<file path="config.mk">
export PLATFORM = sky130hd
export DESIGN_NAME = fb_hazard_fwd_ctrl
export DESIGN_NICKNAME = d
export VERILOG_FILES = /design/src/rtl/fb_hazard_fwd_ctrl_pkg.sv /design/src/rtl/fb_fwd_cmp.sv /design/src/rtl/fb_hazard_fwd_ctrl.sv
export SDC_FILE = /design/constraint.sdc
export NUM_CORES = 1
export LEC_CHECK = 0
export CAP_MARGIN = 20
export CORE_UTILIZATION = 40
export DETAILED_ROUTE_END_ITERATION = 10
export GPL_ROUTABILITY_DRIVEN = 0
export PLACE_DENSITY = 0.66
export SETUP_SLACK_MARGIN = 0.02
export SYNTH_ARGS = -nofsm -noshare
export SYNTH_HDL_FRONTEND = slang
export SYNTH_HIERARCHICAL = 1
export SYNTH_SLANG_ARGS = --single-unit
export TNS_END_PERCENT = 10
</file>
<file path="constraint.sdc">
create_clock -name clk -period 3.5 [get_ports clk]
set_clock_uncertainty 0.05 [all_clocks]
set_input_delay 0.525 -clock clk [delete_from_list [all_inputs] [get_ports clk]]
set_output_delay 0.525 -clock clk [all_outputs]
set_load 0.02 [all_outputs]
</file>
<file path="src/rtl/fb_hazard_fwd_ctrl_pkg.sv">
// Shared definitions for the EX-stage forwarding / load-use hazard controller:
// select encodings, tracker-entry layout and the writer predicate.
package fb_hazard_fwd_ctrl_pkg;

    localparam int FB_REG_AW = 5;

    localparam logic [1:0] FB_FWD_REG = 2'b00;
    localparam logic [1:0] FB_FWD_ALU = 2'b10;
    localparam logic [1:0] FB_FWD_MEM = 2'b01;

    typedef struct packed {
        logic                 valid;
        logic [FB_REG_AW-1:0] rd;
        logic                 regwrite;
        logic                 is_load;
    } fb_entry_t;

    localparam fb_entry_t FB_ENTRY_NONE = '{
        valid:    1'b0,
        rd:       {FB_REG_AW{1'b0}},
        regwrite: 1'b0,
        is_load:  1'b0
    };

    // x0 is hardwired to zero, so an entry targeting it never produces a value.
    function automatic logic fb_is_writer(input fb_entry_t e);
        return e.valid & e.regwrite & (e.rd != {FB_REG_AW{1'b0}});
    endfunction

endpackage

</file>
<file path="src/rtl/fb_fwd_cmp.sv">
// Per-operand forwarding comparator: picks the youngest in-flight producer of
// the incoming ID source register relative to the entries it is about to pass.
module fb_fwd_cmp
    import fb_hazard_fwd_ctrl_pkg::*;
(
    input  logic [FB_REG_AW-1:0] rs,
    input  logic                 used,
    input  fb_entry_t            ex_e,
    input  fb_entry_t            mem_e,
    output logic [1:0]           sel
);

    logic mem_load_unused_s;
    assign mem_load_unused_s = mem_e.is_load;

    // A load in EX never feeds the ALU path; the stall inserts a bubble first.
    always_comb begin
        sel = FB_FWD_REG;
        if (used && fb_is_writer(ex_e) && !ex_e.is_load && (rs == ex_e.rd)) begin
            sel = FB_FWD_ALU;
        end else if (used && fb_is_writer(mem_e) && (rs == mem_e.rd)) begin
            sel = FB_FWD_MEM;
        end else begin
            sel = FB_FWD_REG;
        end
    end

endmodule

</file>
<file path="src/rtl/fb_hazard_fwd_ctrl.sv">
// Tracks destinations of in-flight instructions (EX/MEM/WB), produces registered
// EX operand forwarding selects and the combinational load-use stall/bubble.
module fb_hazard_fwd_ctrl
    import fb_hazard_fwd_ctrl_pkg::*;
#(
    parameter int REG_AW = FB_REG_AW
) (
    input  logic              clk,
    input  logic              rst_n,
    input  logic              id_valid,
    input  logic [REG_AW-1:0] id_rs1,
    input  logic [REG_AW-1:0] id_rs2,
    input  logic              id_rs1_used,
    input  logic              id_rs2_used,
    input  logic [REG_AW-1:0] id_rd,
    input  logic              id_regwrite,
    input  logic              id_is_load,
    input  logic              ext_stall,
    input  logic              flush,
    output logic [1:0]        fwd_a_sel,
    output logic [1:0]        fwd_b_sel,
    output logic              stall_if_id,
    output logic              bubble_ex
);

    fb_entry_t  ex_r;
    fb_entry_t  mem_r;
    fb_entry_t  wb_r;
    fb_entry_t  ex_next_s;
    logic       hazard_s;
    logic       load_use_s;
    logic [1:0] sel_a_s;
    logic [1:0] sel_b_s;
    logic [1:0] fwd_a_r;
    logic [1:0] fwd_b_r;

    // WB is tracked for pipeline bookkeeping; WB->ID reads use the regfile bypass.
    logic wb_unused_s;
    assign wb_unused_s = ^wb_r;

    fb_fwd_cmp u_cmp_a (
        .rs    (id_rs1),
        .used  (id_rs1_used),
        .ex_e  (ex_r),
        .mem_e (mem_r),
        .sel   (sel_a_s)
    );

    fb_fwd_cmp u_cmp_b (
        .rs    (id_rs2),
        .used  (id_rs2_used),
        .ex_e  (ex_r),
        .mem_e (mem_r),
        .sel   (sel_b_s)
    );

    // Load-use detection; flush and the global freeze both suppress the stall.
    always_comb begin
        hazard_s = fb_is_writer(ex_r) & ex_r.is_load & id_valid &
                   ((id_rs1_used & (id_rs1 == ex_r.rd)) |
                    (id_rs2_used & (id_rs2 == ex_r.rd)));
        if (hazard_s && !ext_stall && !flush) begin
            load_use_s = 1'b1;
        end else begin
            load_use_s = 1'b0;
        end
    end

    // Next EX entry: the ID instruction unless it is bubbled or flushed.
    always_comb begin
        ex_next_s = FB_ENTRY_NONE;
        if (load_use_s || flush) begin
            ex_next_s = FB_ENTRY_NONE;
        end else begin
            ex_next_s.valid    = id_valid;
            ex_next_s.rd       = id_rd;
            ex_next_s.regwrite = id_regwrite;
            ex_next_s.is_load  = id_is_load;
        end
    end

    // Tracker advance and select registers; everything holds during ext_stall.
    always_ff @(posedge clk) begin
        if (!rst_n) begin
            ex_r    <= FB_ENTRY_NONE;
            mem_r   <= FB_ENTRY_NONE;
            wb_r    <= FB_ENTRY_NONE;
            fwd_a_r <= FB_FWD_REG;
            fwd_b_r <= FB_FWD_REG;
        end else if (!ext_stall) begin
            wb_r  <= mem_r;
            mem_r <= ex_r;
            ex_r  <= ex_next_s;
            if (load_use_s || flush) begin
                fwd_a_r <= FB_FWD_REG;
                fwd_b_r <= FB_FWD_REG;
            end else begin
                fwd_a_r <= sel_a_s;
                fwd_b_r <= sel_b_s;
            end
        end
    end

    assign fwd_a_sel   = fwd_a_r;
    assign fwd_b_sel   = fwd_b_r;
    assign stall_if_id = load_use_s;
    assign bubble_ex   = load_use_s;

endmodule

</file>
==> metrics <==
Area growth syn-to-layout 27.9%; Max-Cap Viols 0; final setup fails 0; GR Overflow Total 0; CP required 2.92 ns; CTS tree built; first-pass GRT wire length 5.23 mm; Final nets 193; Die W 59.1 µm; cell area after layout 1670 µm²; Placed Cells 208; Layout Cells excl Fill 212; Mapped Nets 162; WL final 3.21 mm; starting density of the core 42.4%; Die ar. 3490 µm²; Cell Area, Placed 1640 µm²; Critical Path Start Type input pin; VDD IR max 221 µV; post_cts resized 0; post-route setup TNS 0 ns; fmax 313 MHz; Overall Global Routing Usage 20.2%; count of hold-fix buffers inserted at cts 0; Residual DRC 0; Hold Crit Class reg -> reg; iteration-0 DRC count of the detailed router 41; Met2 Wirelength 1.53 mm; clock-pin transition on the worst setup and hold timing paths 0.10 ns; CP Max Fanout 5; status complete, no violations; relative slew slack 54.1%; CP endpoint kind primary output; post-CTS setup buffers 0; overall power 0.470 mW; Clock Latency Late Sink 0.29 ns; Slew Limit Fails 0; Final period util 91.1%; vias per cell 5.36; Hold Vio Cnt, Final 0; arrival time worst endpoint 2.62 ns; RSZ-0062 raised after global routing false; TritonCTS Buffers 3; number of global-route vias before repair 1073; CTS Sinks 19; DR pass1 iterations 4; layout cell share with drive strength beyond 1 9.52%; syn_area_per_cell 9.45 µm²; highest routed layer met4; Root Driver clkbuf_4; clock buffer depth 2; largest net degree at the start of global routing 21; YS warnings 6; leakage power 0.729 nW; Worst Path Class, Setup in -> out; Hold Crit Depth 2; Tightest Pin Transition 0.687 ns; Worst R2R Setup Slack 1.47 ns; r2r worst-path depth 7; routed metal-1 wire length 1.51 mm; Final Critical Period 3.19 ns; dpl hpwl 2.44 mm; met3 WL 138 µm; num rows 20; synthesized area 1300 µm²; ant diodes 0; WL/cell 15.2 µm; CORE AREA 3080 µm²; Syn Inst Count 138; port bufs 29; IO Pins 30; most frequent cells in the layout 29 x clkdlybuf4s50_1, 19 x dfxtp_1, 16 x xnor2_1, 13 x and3_1; initial antenna violation count 0; H-tree levels 1; DRT antenna net count 0; pwr dens 282 nW/µm²; DR vias 1137; die outline height 59.1 µm; Util after Layout 54.2%; most common cell after layout, fill and taps aside clkdlybuf4s50_1
==> worst max-delay path, stage by stage <==
cell and delay, ns:
clkdlybuf4s50_1 0.51, xor2_1 0.19, nor4_1 0.25, a32oi_1 0.18, nor3_1 0.29, clkdlybuf4s50_1 0.67
==> where the power goes <==
part,internal [mW],switching (mW)
Clock,0.0443,0.0635
Combinational,0.0665,0.0501
Sequential,0.226,0.0192
==> final timing paths <==
| kind | from | end |
|---|---|---|
| worst min register to register | mem_r[1] | mem_r[1] |
| worst max-delay path | id_rs1[4] | bubble_ex |
| worst min-delay path | mem_r[1] | mem_r[1] |
| worst max register to register | ex_r[4] | fwd_b_sel[0] |
==> sequential cells by signal, indices dropped and copies added, names as in the netlist <==
name and flops:
fwd_a_sel 2, ex_r 8, fwd_b_sel 2, mem_r 7
==> per-layer routing <==
layer / vias up / GRT usage (%)
met5: - / 0
met4: 0 / 4.08
met3: 4 / 5.02
met2: 24 / 32.6
met1: 532 / 27.4
li1: 577 / -
==> area by class of cell <==
type | count | area (µm²)
multi-input cells | 111 | 878
clock buffers | 4 | 26.3
well taps | 44 | 55.1
flip-flops and latches | 19 | 380
fillers | 279 | 1410
repair buffers | 34 | 328
==> per-stage QoR <==
| stage | hold WS, ns | setup slack [ns] |
|---|---|---|
| global placement | 0.484 | 0.377 |
| finish | 0.516 | 0.310 |
| detailed placement | 0.504 | 0.307 |
| CTS | 0.521 | 0.300 |
| global route | 0.538 | 0.217 |
| floorplan | 0.460 | 0.865 |
Power figures use the tool's default switching activity.
